<file path="config.mk">
export PLATFORM = sky130hd
export DESIGN_NAME = hi_lo_unit_flat
export DESIGN_NICKNAME = d
export VERILOG_FILES = /design/src/rtl/hi_lo_pkg.sv /design/src/rtl/hi_lo_unit_if.sv /design/src/rtl/serial_divider_u32.sv /design/src/rtl/hi_lo_unit.sv /design/src/flat_wrapper.sv
export SDC_FILE = /design/constraint.sdc
export NUM_CORES = 1
export LEC_CHECK = 0
export CORE_ASPECT_RATIO = 1.4
export CORE_UTILIZATION = 30
export DETAILED_ROUTE_END_ITERATION = 6
export PLACE_DENSITY = 0.5
export SYNTH_ARGS = -nofsm -noshare
export SYNTH_HDL_FRONTEND = slang
export SYNTH_SLANG_ARGS = --single-unit
export TNS_END_PERCENT = 100
</file>
<file path="constraint.sdc">
create_clock -name clk -period 3.6 [get_ports clk]
set_input_delay 1.08 -clock clk [delete_from_list [all_inputs] [get_ports clk]]
set_output_delay 1.08 -clock clk [all_outputs]
set_load 0.1 [all_outputs]
</file>
<file path="src/rtl/hi_lo_pkg.sv">
// Shared encodings for the HI/LO unit: Op codes, control states and the divide step count.
package hi_lo_pkg;

  localparam int DIV_STEPS = 32;
  localparam int CNT_W     = 6;

  localparam logic [2:0] OP_NONE = 3'b000;
  localparam logic [2:0] OP_MULT = 3'b001;
  localparam logic [2:0] OP_MTHI = 3'b010;
  localparam logic [2:0] OP_MTLO = 3'b011;
  localparam logic [2:0] OP_DIV  = 3'b100;
  localparam logic [2:0] OP_DIVU = 3'b101;

  typedef enum logic [1:0] {
    IDLE = 2'b00,
    DIV  = 2'b01,
    FIX  = 2'b10
  } state_e;

  // Two's-complement magnitude; 0x80000000 maps to itself, which is the correct unsigned value.
  function automatic logic [31:0] abs_u32(input logic [31:0] v);
    return v[31] ? (~v + 32'd1) : v;
  endfunction

endpackage

</file>
<file path="src/rtl/hi_lo_unit_if.sv">
// EX-stage bundle between the pipeline and the HI/LO unit.
interface hi_lo_unit_if;
  logic [2:0]  op;
  logic [31:0] alu_lo;
  logic [31:0] alu_hi;
  logic [31:0] rs_data;
  logic [31:0] rt_data;
  logic        flush;
  logic [31:0] hi;
  logic [31:0] lo;
  logic        busy;
  logic        div_by_zero;

  modport master (
    output op, alu_lo, alu_hi, rs_data, rt_data, flush,
    input  hi, lo, busy, div_by_zero
  );

  modport slave (
    input  op, alu_lo, alu_hi, rs_data, rt_data, flush,
    output hi, lo, busy, div_by_zero
  );
endinterface

</file>
<file path="src/rtl/serial_divider_u32.sv">
// Unsigned restoring divider, one quotient bit per clock, 32 steps after start.
module serial_divider_u32
  import hi_lo_pkg::*;
(
  input  logic             clk,
  input  logic             rst_n,
  input  logic             start,
  input  logic [31:0]      dividend,
  input  logic [31:0]      divisor,
  input  logic             abort,
  output logic [CNT_W-1:0] count,
  output logic             done,
  output logic [31:0]      quotient,
  output logic [31:0]      remainder
);

  logic             running_reg;
  logic             done_reg;
  logic [CNT_W-1:0] count_reg;
  logic [31:0]      quo_reg;
  logic [31:0]      rem_reg;
  logic [31:0]      dsr_reg;

  logic [32:0] partial;
  logic [32:0] trial;
  logic        fits;

  // Dividend bits shift out of the top of quo_reg while quotient bits shift in at the bottom.
  always_comb begin
    partial = {rem_reg, quo_reg[31]};
    trial   = partial - {1'b0, dsr_reg};
    fits    = ~trial[32];
  end

  always_ff @(posedge clk or negedge rst_n) begin
    if (!rst_n) begin
      running_reg <= 1'b0;
      done_reg    <= 1'b0;
      count_reg   <= '0;
      quo_reg     <= '0;
      rem_reg     <= '0;
      dsr_reg     <= '0;
    end else if (abort) begin
      running_reg <= 1'b0;
      done_reg    <= 1'b0;
      count_reg   <= '0;
    end else if (start) begin
      running_reg <= 1'b1;
      done_reg    <= 1'b0;
      count_reg   <= '0;
      quo_reg     <= dividend;
      rem_reg     <= '0;
      dsr_reg     <= divisor;
    end else if (running_reg) begin
      rem_reg   <= fits ? trial[31:0] : partial[31:0];
      quo_reg   <= {quo_reg[30:0], fits};
      count_reg <= count_reg + 1'b1;
      if (count_reg == CNT_W'(DIV_STEPS - 1)) begin
        running_reg <= 1'b0;
        done_reg    <= 1'b1;
      end
    end else begin
      done_reg <= 1'b0;
    end
  end

  assign count     = count_reg;
  assign done      = done_reg;
  assign quotient  = quo_reg;
  assign remainder = rem_reg;

endmodule

</file>
<file path="src/rtl/hi_lo_unit.sv">
// Architectural HI/LO pair: MULT capture, MTHI/MTLO, and iterative DIV/DIVU with a Busy stall.
module hi_lo_unit
  import hi_lo_pkg::*;
#(
  parameter int DATA_WIDTH = 32
) (
  input  logic         clk,
  input  logic         rst_n,
  hi_lo_unit_if.slave  bus
);

  state_e                  state_reg, state_next;
  logic [DATA_WIDTH-1:0]   hi_reg, hi_next;
  logic [DATA_WIDTH-1:0]   lo_reg, lo_next;
  logic                    dbz_reg, dbz_next;
  logic                    q_neg_reg, q_neg_next;
  logic                    r_neg_reg, r_neg_next;

  logic                    div_start;
  logic                    div_abort;
  logic                    div_done;
  logic [CNT_W-1:0]        div_count;
  logic [DATA_WIDTH-1:0]   div_quo;
  logic [DATA_WIDTH-1:0]   div_rem;
  logic                    is_signed;
  logic [DATA_WIDTH-1:0]   dividend_mag;
  logic [DATA_WIDTH-1:0]   divisor_mag;

  assign is_signed    = (bus.op == OP_DIV);
  assign dividend_mag = is_signed ? abs_u32(bus.rs_data) : bus.rs_data;
  assign divisor_mag  = is_signed ? abs_u32(bus.rt_data) : bus.rt_data;

  serial_divider_u32 u_div (
    .clk       (clk),
    .rst_n     (rst_n),
    .start     (div_start),
    .dividend  (dividend_mag),
    .divisor   (divisor_mag),
    .abort     (div_abort),
    .count     (div_count),
    .done      (div_done),
    .quotient  (div_quo),
    .remainder (div_rem)
  );

  always_ff @(posedge clk or negedge rst_n) begin
    if (!rst_n) begin
      state_reg <= IDLE;
      hi_reg    <= '0;
      lo_reg    <= '0;
      dbz_reg   <= 1'b0;
      q_neg_reg <= 1'b0;
      r_neg_reg <= 1'b0;
    end else begin
      state_reg <= state_next;
      hi_reg    <= hi_next;
      lo_reg    <= lo_next;
      dbz_reg   <= dbz_next;
      q_neg_reg <= q_neg_next;
      r_neg_reg <= r_neg_next;
    end
  end

  always_comb begin
    state_next = state_reg;
    hi_next    = hi_reg;
    lo_next    = lo_reg;
    dbz_next   = 1'b0;
    q_neg_next = q_neg_reg;
    r_neg_next = r_neg_reg;
    div_start  = 1'b0;
    div_abort  = 1'b0;

    case (state_reg)
      IDLE: begin
        if (!bus.flush) begin
          case (bus.op)
            OP_MULT: begin
              hi_next = bus.alu_hi;
              lo_next = bus.alu_lo;
            end
            OP_MTHI: hi_next = bus.rs_data;
            OP_MTLO: lo_next = bus.rs_data;
            OP_DIV, OP_DIVU: begin
              if (bus.rt_data == '0) begin
                hi_next  = bus.rs_data;
                lo_next  = '1;
                dbz_next = 1'b1;
              end else begin
                div_start  = 1'b1;
                q_neg_next = is_signed & (bus.rs_data[31] ^ bus.rt_data[31]);
                r_neg_next = is_signed & bus.rs_data[31];
                state_next = DIV;
              end
            end
            default: ;
          endcase
        end
      end

      DIV: begin
        if (bus.flush) begin
          div_abort  = 1'b1;
          state_next = IDLE;
        end else if (div_count == CNT_W'(DIV_STEPS - 1)) begin
          state_next = FIX;
        end
      end

      FIX: begin
        // A flush here drops the result write entirely.
        if (bus.flush) begin
          div_abort = 1'b1;
        end else if (div_done) begin
          lo_next = q_neg_reg ? (~div_quo + 1'b1) : div_quo;
          hi_next = r_neg_reg ? (~div_rem + 1'b1) : div_rem;
        end
        state_next = IDLE;
      end

      default: state_next = IDLE;
    endcase
  end

  assign bus.hi          = hi_reg;
  assign bus.lo          = lo_reg;
  assign bus.busy        = (state_reg != IDLE);
  assign bus.div_by_zero = dbz_reg;

endmodule

</file>
<file path="src/flat_wrapper.sv">
// flat-port wrapper written by rule: the top's interface ports become plain ports
module hi_lo_unit_flat import hi_lo_pkg::*;
#(
  parameter int DATA_WIDTH = 32
)
  (clk, rst_n, bus_op, bus_alu_lo, bus_alu_hi, bus_rs_data, bus_rt_data, bus_flush, bus_hi, bus_lo, bus_busy, bus_div_by_zero);
  hi_lo_unit_if bus_i ();
  input  logic clk;
  input  logic rst_n;
  input wire logic [$bits(bus_i.op)-1:0] bus_op;
  input wire logic [$bits(bus_i.alu_lo)-1:0] bus_alu_lo;
  input wire logic [$bits(bus_i.alu_hi)-1:0] bus_alu_hi;
  input wire logic [$bits(bus_i.rs_data)-1:0] bus_rs_data;
  input wire logic [$bits(bus_i.rt_data)-1:0] bus_rt_data;
  input wire logic [$bits(bus_i.flush)-1:0] bus_flush;
  output wire logic [$bits(bus_i.hi)-1:0] bus_hi;
  output wire logic [$bits(bus_i.lo)-1:0] bus_lo;
  output wire logic [$bits(bus_i.busy)-1:0] bus_busy;
  output wire logic [$bits(bus_i.div_by_zero)-1:0] bus_div_by_zero;
  assign bus_i.op = bus_op;
  assign bus_i.alu_lo = bus_alu_lo;
  assign bus_i.alu_hi = bus_alu_hi;
  assign bus_i.rs_data = bus_rs_data;
  assign bus_i.rt_data = bus_rt_data;
  assign bus_i.flush = bus_flush;
  assign bus_hi = bus_i.hi;
  assign bus_lo = bus_i.lo;
  assign bus_busy = bus_i.busy;
  assign bus_div_by_zero = bus_i.div_by_zero;
  hi_lo_unit #(.DATA_WIDTH(DATA_WIDTH)) u_core (.clk(clk), .rst_n(rst_n), .bus(bus_i));
endmodule
</file>
==> metrics.yaml <==
switchingPower_mw: 8.75
drcViolationCount: 0
critPathLaunchType: "input pin"
status: "complete, no violations"
nNetsFinal: 1983
rr_endpoint: "u_core.bus.lo[28]"
yosys-top-cells-count: "nand2_1 (254), dfrtp_1 (173), o21ai_0 (131)"
drt-met1-wl_um: 17700
ant_nets: 0
cp.arrival_ps: 3820
cp.required_ps: 3940
cpMaxStageDelayCell: "or4_4"
cts.clk_slew.worst_paths_ps: 60
cts_max_level: 4
grt_max_degree: 72
cts_buffers: 17
swShare: 0.523
dieArea_mm2: 0.0438
clockRootBuffer: "clkbuf_16"
cts_hold_buf: 0
avgViaCountPerCell: 5.04
worstMarginPinSlew_ps: 1070
synthTopCellsByArea: "dfrtp_1 (34%), nand2_1 (7.4%), xnor2_1 (5.6%)"
fp.coreArea_mm2: 0.0423
cts_tree: "built"
synth.cell_area_mm2: 0.0129
grt_antenna_before_repair: 1
slowest_delay_ps: 550
power.share.clock: 0.102
floorplan.initialDensity: 0.305
nFillCells: 4370
place.gp.congestion: 0.835
period_share: 0.967
dr.pass1.iters: 5
syn_to_final_growth_pct: 32.3
synth_nets: 1701
pwr-share-comb: 0.671
synth_seq_cells: 173
path_buf_inv: 5
r2r-start: "u_core.u_div.quotient[0]"
synth-seq-area-share: 0.336
io_pins: 200
finalMaxSlewViolations: 0
numPortBuffers: 199
drt_wl_total_um: 40900
die_w_um: 177
clockBufferDepth: 2
r2r_slack_ps: 200
min_from: "u_core.u_div.dsr_reg[30]"
grt-ovfl-total: 0
grt_pass1_wl_um: 63800
placed_cell_area_mm2: 0.0164
worstSetupPathType: "in -> reg"
wl_met3_um: 1200
leakage_nw: 7.10
hold_violations: 0
skew_ps: 11.0
holdPathEnd: "u_core.u_div.dsr_reg[30]"
maxCapViolations: 0
critPathMaxFanout: 6
relSlewSlack: 0.287
finalSetupViolCount: 0
cp_top_family: "buffers and inverters"
power.internal_mw: 7.99
yosysMostFrequentCell: "nand2_1"
crit_path_end_kind: "register"
hold_depth: 2
cts.sinks: 173
avgSynthCellArea_um2: 8.45
dp_hpwl_um: 31800
power_density_mw_per_mm2: 981
synth.top_cell.area_share: 0.336
postSynth.asyncResetShare: 1.00
grt_pass1_vias: 11700
clock_latency_ps: 460
drive_gt1_frac: 0.192
ys.flop_type: "dfrtp_1"
seq_power_share: 0.227
hold_path_class: "reg -> reg"
yosys.area.top_type: "dfrtp_1"
clock.fmax_mhz: 287
ir_drop_mv: 0.626
period_minus_slack_ps: 3480
dr_total_vias: 11900
stdcell_area_mm2: 0.0171
top_layer: "met4"
drt_iter0_drc: 700
row_count: 89
ys_warn_count: 0
wl_per_cell_um: 17.3
holdWs_ps: 485
met2_length_um: 21200
grt.total_usage: 0.187
rr_worst_depth: 11
crit_path_cell_trace: "clkdlybuf4s50_1, or4_4, nor2_2, nand2_4, nor4_4, buf_4, nand2_1, a21o_1, a211oi_4, buf_6, buf_12, buf_16, mux2_2"
die_h_um: 247
synth_edf_count: 0
ys_types: 69
syn_inst: 1526
[power by group through the flow]
stage,logic [mW],registers (mW),clock network [mW]
floorplan,5.74,6.23,0
global placement,11.1,3.80,0
detailed placement,11.2,3.83,0
CTS,11.3,3.79,1.77
global route,12.2,3.93,1.81
finish,11.2,3.80,1.71
[worst max path at each step]
stage,startpoint,endpoint,depth (start not counted)
detailed placement,bus_rt_data[0],u_core.bus.hi[27],14
global route,bus_rs_data[4],u_core.u_div.quotient[30],11
CTS,bus_rs_data[4],u_core.u_div.quotient[30],11
finish,bus_rt_data[16],u_core.bus.hi[22],13
floorplan,bus_rt_data[0],u_core.bus.hi[11],12
global placement,bus_rt_data[0],u_core.bus.hi[27],14
[routing by layer]
| metal | vias to the layer above | track usage |
|---|---|---|
| met1 | 5688 | 0.224 |
| met4 | 0 | 0.0626 |
| met2 | 217 | 0.341 |
| met5 | - | 0 |
| li1 | 5982 | - |
| met3 | 38 | 0.0211 |
[kinds of logic after synthesis]
group / after synthesis / share of synthesized area
buffers and inverters: 145 / 0.0461
xor gates and xnor gates: 150 / 0.102
DFF: 173 / 0.336
and+or+nand+nor: 503 / 0.179
AOI/OAI and AO/OA: 385 / 0.190
adders and majority gates: 41 / 0.0404
muxes: 129 / 0.107
[timing repair]
item                       CTS  global route
buffers inserted             4             0
pin swaps                    4             2
setup endpoints to repair   64            39
gates resized for setup     18             9
cloned                       2             0
[placed cells by master (no fill, tap or decap), types with 16 or more instances in the layout]
| cell type | synthesis | routed |
|---|---|---|
| a21oi_1 | 80 | 79 |
| a31oi_1 | 32 | 32 |
| a32oi_1 | 30 | 30 |
| buf_12 | 0 | 16 |
| buf_4 | 0 | 200 |
| clkbuf_16 | 0 | 17 |
| clkdlybuf4s50_1 | 0 | 126 |
| dfrtp_1 | 173 | 173 |
| ha_1 | 40 | 38 |
| inv_1 | 54 | 53 |
| mux2_2 | 57 | 57 |
| mux2i_1 | 61 | 61 |
| nand2_1 | 254 | 253 |
| nand3_1 | 20 | 19 |
| nor2_1 | 102 | 98 |
| nor3_1 | 24 | 20 |
| o21ai_0 | 131 | 130 |
| o31ai_1 | 31 | 30 |
| xnor2_1 | 83 | 82 |
| xor2_1 | 67 | 67 |
[tightest hold or removal path, delay by kind of cell, from the launching register on]
family,cells,cell delay (ps)
flip-flops,1,340
AO/OA/AOI/OAI,1,60
AND/OR/NAND/NOR,1,50
[cell type report]
cell class	count	area [um^2]	share of cell area
diodes	1	2.50	0.000147
clock buffers	24	472	0.0276
clock inverters	7	41.3	0.00242
inverters	54	203	0.0119
multi-input cells	1208	8100	0.475
flip-flops and latches	173	4330	0.254
well taps	546	683	0.0400
repair buffers	354	3240	0.190
[metrics by stage]
step | setup WS (ps) | setup TNS, ps | util | std cells | power, mW
3_5_place_dp | -695 | -66120 | 0.387 | 2329 | 15.0
5_1_grt | -22.7 | -22.7 | 0.403 | 2367 | 17.9
3_3_place_gp | -647 | -63170 | 0.387 | 2329 | 14.9
2_1_floorplan | 3.96 | 0 | - | 1526 | 12.0
4_1_cts | 3.41 | 0 | 0.402 | 2366 | 16.9
6_report | 118 | 0 | 0.403 | 2367 | 16.7
Note: power is estimated with default switching activity, not from simulation.
